## src/rtl/vip_bit_morph_3x3_pkg.sv

```systemverilog
// Purpose : shared types and helpers for the 3x3 binary morphology path.
// Latency : n/a (package).
// Backpressure : n/a; the video path has none, pixels advance on clken only.
package vip_morph_pkg;

    typedef enum logic {
        MODE_DILATE = 1'b0,
        MODE_ERODE  = 1'b1
    } morph_mode_e;

    // Depth of the control delay line: window register, stage 1, stage 2.
    localparam int LAT = 3;

    // Neutral element of the reduction: 0 for OR (dilate), 1 for AND (erode).
    // Feeding it in for missing neighbours keeps frame edges from growing or shrinking.
    function automatic logic pad_bit(input morph_mode_e m);
        return (m == MODE_ERODE);
    endfunction

    function automatic logic reduce3(input morph_mode_e m, input logic [2:0] v);
        return (m == MODE_ERODE) ? (&v) : (|v);
    endfunction

endpackage

```

## src/rtl/vip_bit_morph_3x3_if.sv

```systemverilog
// Purpose : 1-bit video stream bundle (vsync/href/clken framing plus pixel).
// Latency : n/a (wires only).
// Backpressure : none; the sink must take every clken pulse.
// Ports   : frame_vsync, frame_href, frame_clken, img_bit; master drives, slave receives.
interface vip_bit_morph_3x3_if;
    logic frame_vsync;
    logic frame_href;
    logic frame_clken;
    logic img_bit;

    modport master (output frame_vsync, frame_href, frame_clken, img_bit);
    modport slave  (input  frame_vsync, frame_href, frame_clken, img_bit);
endinterface

```

## src/rtl/vip_bit_morph_3x3_window.sv

```systemverilog
// Purpose : two line buffers + 3x3 window and centre-pixel coordinate counters.
// Latency : 1 clk from clken to updated window; centre lags the input by IMG_W+1 pixels.
// Backpressure : none; everything advances only on i_clken, idle cycles hold state.
// Ports   : i_vs_rise clears counters; i_clken/i_bit pixel in; o_p11..o_p33 raw window
//           (row 1 = oldest line, column 3 = newest pixel); o_col/o_row centre position;
//           o_win_stb one-cycle strobe after each advance whose centre is a real pixel.
module vip_bit_window_3x3 #(
    parameter int IMG_W = 640,
    parameter int IMG_H = 480,
    parameter int CW    = 12
) (
    input  logic          clk,
    input  logic          rst_n,
    input  logic          i_vs_rise,
    input  logic          i_clken,
    input  logic          i_bit,
    output logic          o_p11, o_p12, o_p13,
    output logic          o_p21, o_p22, o_p23,
    output logic          o_p31, o_p32, o_p33,
    output logic [CW-1:0] o_col,
    output logic [CW-1:0] o_row,
    output logic          o_win_stb
);
    localparam logic [CW-1:0] COL_MAX = CW'(IMG_W - 1);
    localparam logic [CW-1:0] ROW_MAX = CW'(IMG_H - 1);
    // One extra bit so IMG_W+1 fits even when IMG_W = 2^CW - 1.
    localparam logic [CW:0]   PRIME_N = (CW+1)'(IMG_W + 1);

    logic [IMG_W-1:0] r_lb1;   // previous line
    logic [IMG_W-1:0] r_lb2;   // line before that
    logic r_p11, r_p12, r_p13;
    logic r_p21, r_p22, r_p23;
    logic r_p31, r_p32, r_p33;

    logic [CW:0]   r_prime;
    logic          r_win_vld;
    logic          r_win_stb;
    logic [CW-1:0] r_col;
    logic [CW-1:0] r_row;
    logic          w_primed;

    // Line buffer and window contents are never reset: stale bits only ever
    // reach out-of-frame neighbour positions, which the top level pads over.
    always_ff @(posedge clk) begin
        if (i_clken) begin
            r_lb1 <= {r_lb1[IMG_W-2:0], i_bit};
            r_lb2 <= {r_lb2[IMG_W-2:0], r_lb1[IMG_W-1]};
            r_p11 <= r_p12;  r_p12 <= r_p13;  r_p13 <= r_lb2[IMG_W-1];
            r_p21 <= r_p22;  r_p22 <= r_p23;  r_p23 <= r_lb1[IMG_W-1];
            r_p31 <= r_p32;  r_p32 <= r_p33;  r_p33 <= i_bit;
        end
    end

    // After IMG_W+1 pixels of a frame the window centre lands on pixel (0,0).
    assign w_primed = (r_prime == PRIME_N);

    always_ff @(posedge clk or negedge rst_n) begin
        if (!rst_n) begin
            r_prime   <= '0;
            r_win_vld <= 1'b0;
            r_win_stb <= 1'b0;
            r_col     <= '0;
            r_row     <= '0;
        end else begin
            r_win_stb <= 1'b0;
            if (i_vs_rise) begin
                r_prime   <= '0;
                r_win_vld <= 1'b0;
                r_col     <= '0;
                r_row     <= '0;
            end else if (i_clken) begin
                if (!w_primed) begin
                    r_prime <= r_prime + 1'b1;
                end else begin
                    r_win_stb <= 1'b1;
                    r_win_vld <= 1'b1;
                    // The first primed advance is centre (0,0); step from there on.
                    if (r_win_vld) begin
                        if (r_col == COL_MAX) begin
                            r_col <= '0;
                            // Extra lines stay on the last row rather than starting a phantom frame.
                            if (r_row != ROW_MAX) r_row <= r_row + 1'b1;
                        end else begin
                            r_col <= r_col + 1'b1;
                        end
                    end
                end
            end
        end
    end

    assign o_p11 = r_p11;  assign o_p12 = r_p12;  assign o_p13 = r_p13;
    assign o_p21 = r_p21;  assign o_p22 = r_p22;  assign o_p23 = r_p23;
    assign o_p31 = r_p31;  assign o_p32 = r_p32;  assign o_p33 = r_p33;
    assign o_col     = r_col;
    assign o_row     = r_row;
    assign o_win_stb = r_win_stb;

endmodule

```

## src/rtl/vip_bit_morph_3x3.sv

```systemverilog
// Purpose : 3x3 binary dilation/erosion with edge padding and border suppression.
// Latency : 3 clk on vsync/href/clken; pixel result valid with post.frame_clken.
// Backpressure : none; gapped clken is tolerated, stages load only on delayed clken.
// Ports   : clk, rst_n (async low); mode 0 = dilate, 1 = erode, latched on vsync rise;
//           per (slave) input stream; post (master) output stream, img_bit 0 while href low.
module vip_bit_morph_3x3
    import vip_morph_pkg::*;
#(
    parameter int IMG_W  = 640,
    parameter int IMG_H  = 480,
    parameter int BORDER = 1,
    parameter int CW     = 12
) (
    input  logic clk,
    input  logic rst_n,
    input  logic mode,
    vip_bit_morph_3x3_if.slave  per,
    vip_bit_morph_3x3_if.master post
);
    localparam logic [CW-1:0] COL_MAX = CW'(IMG_W - 1);
    localparam logic [CW-1:0] ROW_MAX = CW'(IMG_H - 1);

    logic           r_vs_d;
    logic           w_vs_rise;
    morph_mode_e    r_mode_q;
    logic [LAT-1:0] r_vs_dl, r_hr_dl, r_ck_dl;

    logic w_p11, w_p12, w_p13, w_p21, w_p22, w_p23, w_p31, w_p32, w_p33;
    logic [CW-1:0] w_col, w_row;
    logic          w_win_stb;

    logic       w_pad, w_top, w_bot, w_lft, w_rgt;
    logic [8:0] w_q;       // padded window, [2:0] top row .. [8:6] bottom row
    logic       w_edge;

    logic [2:0]  r_s1_rows;
    logic        r_s1_keep;
    morph_mode_e r_s1_mode;
    logic        r_bit;

    assign w_vs_rise = per.frame_vsync & ~r_vs_d;

    // Mode is frozen at the frame boundary so a frame is never processed half-and-half.
    always_ff @(posedge clk or negedge rst_n) begin
        if (!rst_n) begin
            r_vs_d   <= 1'b0;
            r_mode_q <= MODE_DILATE;
        end else begin
            r_vs_d <= per.frame_vsync;
            if (w_vs_rise) r_mode_q <= morph_mode_e'(mode);
        end
    end

    // Control delay line runs every clk so framing timing is gap-independent.
    always_ff @(posedge clk or negedge rst_n) begin
        if (!rst_n) begin
            r_vs_dl <= '0;
            r_hr_dl <= '0;
            r_ck_dl <= '0;
        end else begin
            r_vs_dl <= {r_vs_dl[LAT-2:0], per.frame_vsync};
            r_hr_dl <= {r_hr_dl[LAT-2:0], per.frame_href};
            r_ck_dl <= {r_ck_dl[LAT-2:0], per.frame_clken};
        end
    end

    vip_bit_window_3x3 #(
        .IMG_W (IMG_W),
        .IMG_H (IMG_H),
        .CW    (CW)
    ) u_window (
        .clk       (clk),
        .rst_n     (rst_n),
        .i_vs_rise (w_vs_rise),
        .i_clken   (per.frame_clken),
        .i_bit     (per.img_bit),
        .o_p11     (w_p11), .o_p12 (w_p12), .o_p13 (w_p13),
        .o_p21     (w_p21), .o_p22 (w_p22), .o_p23 (w_p23),
        .o_p31     (w_p31), .o_p32 (w_p32), .o_p33 (w_p33),
        .o_col     (w_col),
        .o_row     (w_row),
        .o_win_stb (w_win_stb)
    );

    // Replace neighbours that fall outside the frame; this also hides line-buffer
    // contents left over from a previous (possibly short) frame.
    always_comb begin
        w_pad = pad_bit(r_mode_q);
        w_top = (w_row == '0);
        w_bot = (w_row == ROW_MAX);
        w_lft = (w_col == '0);
        w_rgt = (w_col == COL_MAX);
        w_q   = '0;
        w_q[0] = (w_top | w_lft) ? w_pad : w_p11;
        w_q[1] =  w_top          ? w_pad : w_p12;
        w_q[2] = (w_top | w_rgt) ? w_pad : w_p13;
        w_q[3] =  w_lft          ? w_pad : w_p21;
        w_q[4] =  w_p22;
        w_q[5] =  w_rgt          ? w_pad : w_p23;
        w_q[6] = (w_bot | w_lft) ? w_pad : w_p31;
        w_q[7] =  w_bot          ? w_pad : w_p32;
        w_q[8] = (w_bot | w_rgt) ? w_pad : w_p33;
    end

    generate
        if (BORDER > 0) begin : g_border
            localparam logic [CW-1:0] B_LO = CW'(BORDER);
            localparam logic [CW-1:0] C_HI = CW'(IMG_W - BORDER);
            localparam logic [CW-1:0] R_HI = CW'(IMG_H - BORDER);
            assign w_edge = (w_col < B_LO) | (w_col >= C_HI) |
                            (w_row < B_LO) | (w_row >= R_HI);
        end else begin : g_no_border
            assign w_edge = 1'b0;
        end
    endgenerate

    // Stage 1: per-row reduction. The mode travels with the data so a vsync
    // edge right behind the last pixel cannot change its treatment in stage 2.
    always_ff @(posedge clk or negedge rst_n) begin
        if (!rst_n) begin
            r_s1_rows <= '0;
            r_s1_keep <= 1'b0;
            r_s1_mode <= MODE_DILATE;
        end else if (r_ck_dl[0]) begin
            r_s1_rows[0] <= reduce3(r_mode_q, w_q[2:0]);
            r_s1_rows[1] <= reduce3(r_mode_q, w_q[5:3]);
            r_s1_rows[2] <= reduce3(r_mode_q, w_q[8:6]);
            r_s1_keep    <= w_win_stb & ~w_edge;
            r_s1_mode    <= r_mode_q;
        end
    end

    // Stage 2: combine rows. Cleared in step with href so the output is 0
    // outside lines, otherwise held between clken pulses.
    always_ff @(posedge clk or negedge rst_n) begin
        if (!rst_n) begin
            r_bit <= 1'b0;
        end else if (r_ck_dl[1]) begin
            r_bit <= r_s1_keep & reduce3(r_s1_mode, r_s1_rows);
        end else if (!r_hr_dl[1]) begin
            r_bit <= 1'b0;
        end
    end

    assign post.frame_vsync = r_vs_dl[LAT-1];
    assign post.frame_href  = r_hr_dl[LAT-1];
    assign post.frame_clken = r_ck_dl[LAT-1];
    assign post.img_bit     = r_bit;

endmodule

```

## src/flat_wrapper.sv

```systemverilog
// flat-port wrapper written by rule: the top's interface ports become plain ports
module vip_bit_morph_3x3_flat import vip_morph_pkg::*;
#(
    parameter int IMG_W  = 640,
    parameter int IMG_H  = 480,
    parameter int BORDER = 1,
    parameter int CW     = 12
)
  (clk, rst_n, mode, per_frame_vsync, per_frame_href, per_frame_clken, per_img_bit, post_frame_vsync, post_frame_href, post_frame_clken, post_img_bit);
  vip_bit_morph_3x3_if per_i ();
  vip_bit_morph_3x3_if post_i ();
  input  logic clk;
  input  logic rst_n;
  input  logic mode;
  input wire logic [$bits(per_i.frame_vsync)-1:0] per_frame_vsync;
  input wire logic [$bits(per_i.frame_href)-1:0] per_frame_href;
  input wire logic [$bits(per_i.frame_clken)-1:0] per_frame_clken;
  input wire logic [$bits(per_i.img_bit)-1:0] per_img_bit;
  output wire logic [$bits(post_i.frame_vsync)-1:0] post_frame_vsync;
  output wire logic [$bits(post_i.frame_href)-1:0] post_frame_href;
  output wire logic [$bits(post_i.frame_clken)-1:0] post_frame_clken;
  output wire logic [$bits(post_i.img_bit)-1:0] post_img_bit;
  assign per_i.frame_vsync = per_frame_vsync;
  assign per_i.frame_href = per_frame_href;
  assign per_i.frame_clken = per_frame_clken;
  assign per_i.img_bit = per_img_bit;
  assign post_frame_vsync = post_i.frame_vsync;
  assign post_frame_href = post_i.frame_href;
  assign post_frame_clken = post_i.frame_clken;
  assign post_img_bit = post_i.img_bit;
  vip_bit_morph_3x3 #(.IMG_W(IMG_W), .IMG_H(IMG_H), .BORDER(BORDER), .CW(CW)) u_core (.clk(clk), .rst_n(rst_n), .mode(mode), .per(per_i), .post(post_i));
endmodule
```

## config.mk

```make
export PLATFORM = sky130hd
export DESIGN_NAME = vip_bit_morph_3x3_flat
export DESIGN_NICKNAME = d
export VERILOG_FILES = /design/src/rtl/vip_bit_morph_3x3_pkg.sv /design/src/rtl/vip_bit_morph_3x3_if.sv /design/src/rtl/vip_bit_morph_3x3_window.sv /design/src/rtl/vip_bit_morph_3x3.sv /design/src/flat_wrapper.sv
export SDC_FILE = /design/constraint.sdc
export NUM_CORES = 1
export LEC_CHECK = 0
export CORE_AREA = 2 2 326 328
export DETAILED_ROUTE_END_ITERATION = 10
export DIE_AREA = 0 0 328 330
export GPL_TIMING_DRIVEN = 0
export PLACE_DENSITY_LB_ADDON = 0.25
export SLEW_MARGIN = 10
export SYNTH_ARGS = -nofsm -noshare
export SYNTH_HDL_FRONTEND = slang
export SYNTH_SLANG_ARGS = --single-unit
```

## constraint.sdc

```tcl
create_clock -name clk -period 1.9 [get_ports clk]
set_clock_uncertainty 0.1 [all_clocks]
set_input_delay 0.38 -clock clk [delete_from_list [all_inputs] [get_ports clk]]
set_output_delay 0.38 -clock clk [all_outputs]
set_load 0.02 [all_outputs]
```

# Word-level counts from Yosys, hierarchy flattened
# Cells that the tools add are included.
# Widths: inputs -> output; s select.
# classes
add_sub_neg	3
n_lt_le_gt_ge	4
eq_ne	6
n_mux	34
bitwise_logic	12
n_reduce_logical	19
# ops
op	count
$mux 12	11
$mux 13	3
$add 12x1->12 const B	2
$logic_not 12->1	2
$lt 12x1->1 const B	2
$mux 1	20
$reduce_and 3->1	5
$add 13x1->13 const B	1
$eq 13x10->1 const B	1
$eq 12x10->1 const B	1
$eq 12x9->1 const B	1
$ge 12x10->1 const B	1
$ge 12x9->1 const B	1
$ne 12x9->1 const B	1
$reduce_or 3->1	4
$reduce_bool 2->1	5
$or 1x1->1	7
$reduce_and 5->1	1
$ne 2x2->1 const B	2
$reduce_and 2->1	2
$and 1x1->1	3
$not 1->1	2
# totals
reg_bits	1345
in_bits	7

# Logic depth before layout (Yosys ltp)
# depth
word_depth	7
ltp_mapped	9
mapped_depth_nobuf	7

# Cells and area by module
# Synthesis repeated with hierarchy kept, for this count alone.
# unflattened
hier_cells	1587
area_unflattened_um2	41486.0
# modules_own_cells
module	n_inst	cells_per_inst	area_each_um2
vip_bit_window_3x3	1	1506	40661.5
vip_bit_morph_3x3	1	81	824.5

# Worst setup path after synthesis
# Ideal clock, no wire load.
# synth_path
path_type	reg-to-reg
from	register u_core.u_window.r_col[0], in the netlist u_core.u_window.o_col[0]
to	register u_core.r_s1_rows[1]
arrival_ns	1.855
required_ns	1.680
setup_slack_ns	-0.175
path_stages_with_launch	8
period_less_slack_ns	2.075
path_cell_list	dfrtp_1 inv_1 ha_1 or4b_1 nand4bb_1 a22o_1 or3_1 o211a_1
# synth_between
elab_chain_len	4
word_cells_on_any_way	7
cone_classes	eq/ne (1); mux (3); reduce/logical (3)
# synth_lines
item	line	text
from (decl)	vip_bit_morph_3x3_window.sv:38	logic [CW-1:0] r_col;
from (signal assigned)	vip_bit_morph_3x3_window.sv:84	r_col <= r_col + 1'b1;
$eq 12x10->1 or $logic_not 12->1 (tied branches)	vip_bit_morph_3x3.sv:92, vip_bit_morph_3x3.sv:91	
$mux 1 (on tied branches)	vip_bit_morph_3x3.sv:99, vip_bit_morph_3x3.sv:97	
$reduce_or 3->1 or $reduce_and 3->1 (tied branches)	vip_bit_morph_3x3_pkg.sv:21	return (m == MODE_ERODE) ? (&v) : (|v);
$mux 1 *	vip_bit_morph_3x3_pkg.sv:21	
to (signal assigned)	vip_bit_morph_3x3.sv:126	r_s1_rows[1] <= reduce3(r_mode_q, w_q[5:3]);
to (decl)	vip_bit_morph_3x3.sv:36	logic [2:0] r_s1_rows;
# Every way passes the cells marked *; elsewhere a longest branch is shown, timed or not.
# A chain may end at the register's enable or synchronous reset.

# Worst setup path after layout
# layout_path
from	register u_core.u_window.r_col[1], in the netlist u_core.u_window.o_col[1]
to	register u_core.r_s1_rows[1]
# Same word-level chain as after synthesis.

==> PnR_summary.wiki <==
{| class="wikitable"
! Metric !! Value
|-
| Remaining design rule violation count || 0
|-
| Total GRT Usage || 0.0958
|-
| Average wire per standard cell || 16.2 um
|-
| Crit path required time || 2.37 ns
|-
| Number of distinct library cell variants in the gate-level netlist after synthesis || 56
|-
| Final worst path period need || 2.22 ns
|-
| Class of the most critical hold timing path || in -> reg
|-
| Clock sink total || 1,338
|-
| Fraction of the cycle the final worst path needs || 1.17
|-
| Clock transition at the registers of the reported paths || 0.06 ns
|-
| Crit path capture type || flop
|-
| Power consumption || 60.9 mW
|-
| Post-place setup slack || -2.05 ns
|-
| RSZ-0062 raised after global routing || yes
|-
| Result of the run || finished with violations
|-
| Die Span X || approximately 330 um
|-
| Measured slew at the worst slew-check pin || 0.922 ns
|-
| Core Box Area || 105,000 um2
|-
| Final cell count without fillers || 3,268
|-
| Total overflow reported by the global router || 0
|-
| Max cap viols || 0
|-
| Die Area || between 100,000 and 150,000 um2
|-
| Maximum number of pins on one net before global-route repair || 190
|-
| Final setup vio count || 19
|-
| Syn avg cell area || 26.1 um2
|-
| Maximum clock frequency || 451 MHz
|-
| Number of buffers between clock root and the deepest sink || 3
|-
| Final weighted congestion in routability-driven placement || 0.743
|-
| Number of global-route vias before repair || 14,900
|-
| Vias post-DR || 15,000
|-
| IR Drop Worst-Case VDD || 612 uV
|-
| Category of the worst setup path launch point || flop
|-
| Area post-placement || roughly 44,000 um2
|-
| Average via count per standard cell || 4.58
|-
| CTS root buf || sky130_fd_sc_hd__clkbuf_16
|-
| Floorplan die height || 330 um
|-
| Detailed-route wire length || 52,800 um
|-
| EDFF count, synth || 1,283
|-
| Port Buf Inserts || 10
|-
| Number of H-tree branching levels || 4
|-
| Crit path DAT || approximately 2.7 ns
|-
| Highest fanout seen on the critical path || 3
|-
| Pwr Density || approximately 1300 nW/um2
|-
| TritonCTS buffer count || 131
|-
| Iter 0 DRT Violations || 1,355
|-
| Violations in the final reports || negative setup slack
|-
| Number of endpoints with negative hold slack in the final report || 0
|-
| Sequential cell area fraction in the yosys report || 0.962
|-
| Synth area leader || sky130_fd_sc_hd__edfxtp_1
|-
| Fraction of layout instances using a drive strength above 1 || 0.147
|-
| Final antenna diode count || 0
|-
| Most frequent standard cell in the layout excluding fill and tap cells || sky130_fd_sc_hd__edfxtp_1
|-
| Final slew viol count || 0
|-
| Number of nets in the layout || about 1,800
|-
| Wire length of the first global-routing pass || 83,000 um
|-
| Net count after synthesis || between 1,500 and 2,000
|-
| Post-synthesis instance area || 41,500 um2
|-
| Setup CP Type || reg -> reg
|-
| Leakage power of the design || 16.5 nW
|-
| Starting Density || 0.396
|-
| Most frequently used flop master after synthesis || sky130_fd_sc_hd__edfxtp_1
|-
| Inst Count DP || ~3,000
|-
| Yosys top cell area share || 0.929
|-
| Commonest cells after routing, fill and taps aside || sky130_fd_sc_hd__edfxtp_1, sky130_fd_sc_hd__clkbuf_16, sky130_fd_sc_hd__dfrtp_1
|-
| Number of cells produced by synthesis || 1,590
|-
| Number of antenna violations at the first check in global routing || 0
|-
| Site row count || 119
|-
| Post-route setup slack || -0.316 ns
|-
| Clk Latency, worst-skew pair || 0.69 ns
|-
| Detailed placement HPWL || 20,100 um
|-
| Worst rel slew slack || 0.385
|-
| Area of all placed cells without fillers || 48,600 um2
|-
| Cell types occupying the most area after synthesis || sky130_fd_sc_hd__edfxtp_1, sky130_fd_sc_hd__dfrtp_1, sky130_fd_sc_hd__xor2_1
|-
| Post-synth ARST share || 0.0411
|-
| Number of warnings reported in the yosys synthesis log || 0
|-
| TritonRoute pass-1 iters || 5
|-
| Flops & latches, synth || ~1,300
|-
| Final antenna-violating net count || 0
|-
| Number of placed I/O pins || 11
|-
| P&R area growth vs syn || 17.0%
|-
| TritonCTS clock tree || built
|}
-- layout make-up --
class	count	area, um2
repair buffers	49	886
fillers	8421	56100
plain buffers	15	115
flip-flops and latches	1338	39900
well taps	1391	1740
clock buffers	163	3560
clock inverters	76	689
inverters	7	26.3
multi-input cells	229	1630
-- repair_timing --
action	CTS	global route
endpoints found under the setup margin	801	331
gates cloned	12	3
setup buffers	10	5
pin swaps	3	12
resized for setup	27	32
hold endpoints to repair	90	0
hold buffers	2	0
-- through the flow --
step | hold WS, ns | TNS [ns] | util
after floorplan | -0.0156 | -0.326 | -
after global placement | 0.234 | - | 0.414
after detailed placement | 0.241 | -1333.70 | 0.416
after CTS | -0.0278 | -4.10 | 0.462
after global routing | 0.00341 | -4.62 | 0.464
final | 0.0266 | -2.78 | 0.464
-- state kept, by name, summed over array words and instances (netlist names) --
register / flops
u_core.u_window.o_row: 12
u_core.u_window.o_p13: 1
u_core.r_s1_keep: 1
u_core.u_window.o_p11: 1
u_core.u_window.r_lb1: 640
u_core.post.img_bit: 1
u_core.r_s1_mode: 1
u_core.u_window.r_lb2: 640
u_core.r_mode_q: 1
u_core.u_window.o_col: 12
u_core.r_hr_dl: 3
u_core.u_window.r_win_vld: 1
u_core.r_ck_dl: 3
u_core.u_window.r_prime: 13
u_core.u_window.o_p12: 1
u_core.r_s1_rows: 3
u_core.u_window.o_win_stb: 1
u_core.r_vs_dl: 3
-- per-layer routing --
metal / track usage / wire length, um / vias up / part of all wire
li1: - / - / 6764 / -
met1: 0.153 / 28300 / 7833 / 0.54
met2: 0.121 / 20900 / 266 / 0.40
met3: 0.0238 / 2150 / 115 / 0.041
met4: 0.0443 / 1390 / 0 / 0.026
met5: 0 / 0 / - / 0
-- cell usage after synthesis, types with 3 or more instances --
cell                       count
sky130_fd_sc_hd__dfrtp_1      55
sky130_fd_sc_hd__and3_1       10
sky130_fd_sc_hd__buf_6         4
sky130_fd_sc_hd__xnor2_1       5
sky130_fd_sc_hd__and2_1        4
sky130_fd_sc_hd__nor4_1        5
sky130_fd_sc_hd__edfxtp_1   1283
sky130_fd_sc_hd__ha_1          6
sky130_fd_sc_hd__nor4b_1       3
sky130_fd_sc_hd__a22oi_1       3
sky130_fd_sc_hd__nand4_1      16
sky130_fd_sc_hd__o21ai_0      10
sky130_fd_sc_hd__clkbuf_1      6
sky130_fd_sc_hd__buf_2         3
sky130_fd_sc_hd__nand2_1      23
sky130_fd_sc_hd__nor2_1       41
sky130_fd_sc_hd__a21oi_1      13
sky130_fd_sc_hd__nand2b_1      3
sky130_fd_sc_hd__nand3_1      13
sky130_fd_sc_hd__inv_1         7
sky130_fd_sc_hd__a31oi_1       3
sky130_fd_sc_hd__and4_1        6
sky130_fd_sc_hd__nor3_1        4
sky130_fd_sc_hd__nor2b_1       3
sky130_fd_sc_hd__or3_1         5
sky130_fd_sc_hd__xor2_1       20
-- worst max-delay path, stage by stage, from the launching register on --
cell and delay, ns:
sky130_fd_sc_hd__dfrtp_1 0.40, sky130_fd_sc_hd__inv_1 0.11, sky130_fd_sc_hd__ha_4 0.14, sky130_fd_sc_hd__or4b_4 0.47, sky130_fd_sc_hd__nand4bb_4 0.24, sky130_fd_sc_hd__a22o_1 0.22, sky130_fd_sc_hd__or3_1 0.31, sky130_fd_sc_hd__o211a_1 0.12
-- path summary, 6_finish.rpt --
check	to	slack [ns]	cells after the start	from
max	u_core.r_s1_rows[1]$_DFFE_PN0P_	-0.32	7	u_core.u_window.o_col[1]$_DFFE_PN0P_
max reg2reg	u_core.r_s1_rows[1]$_DFFE_PN0P_	-0.32	7	u_core.u_window.o_col[1]$_DFFE_PN0P_
min	u_core.u_window.r_lb2[383]$_DFFE_PP_	0.03	1	per_frame_clken
min reg2reg	u_core.r_hr_dl[1]$_DFF_PN0_	0.25	0	u_core.r_hr_dl[0]$_DFF_PN0_
max in group asynchronous	u_core.u_window.o_row[8]$_DFFE_PN0P_	0.95	3	rst_n
min in group asynchronous	u_core.r_hr_dl[2]$_DFF_PN0_	0.16	2	rst_n
-- cell families after synthesis --
| kind of cell | synth area share |
|---|---|
| simple gates | 0.0204 |
| fa+ha+maj | 0.00181 |
| mux | 0.00103 |
| compound gates | 0.00651 |
| flops | 0.962 |
| buf+inv | 0.00314 |
| xor+xnor | 0.00528 |
-- power breakdown --
part	leakage [nW]	internal, mW	switching [mW]
sequential	13.3	34.2	0.521
combinational	1.12	0.341	0.693
clock	2.08	14.7	10.4
(Power assumes the default switching activity.)
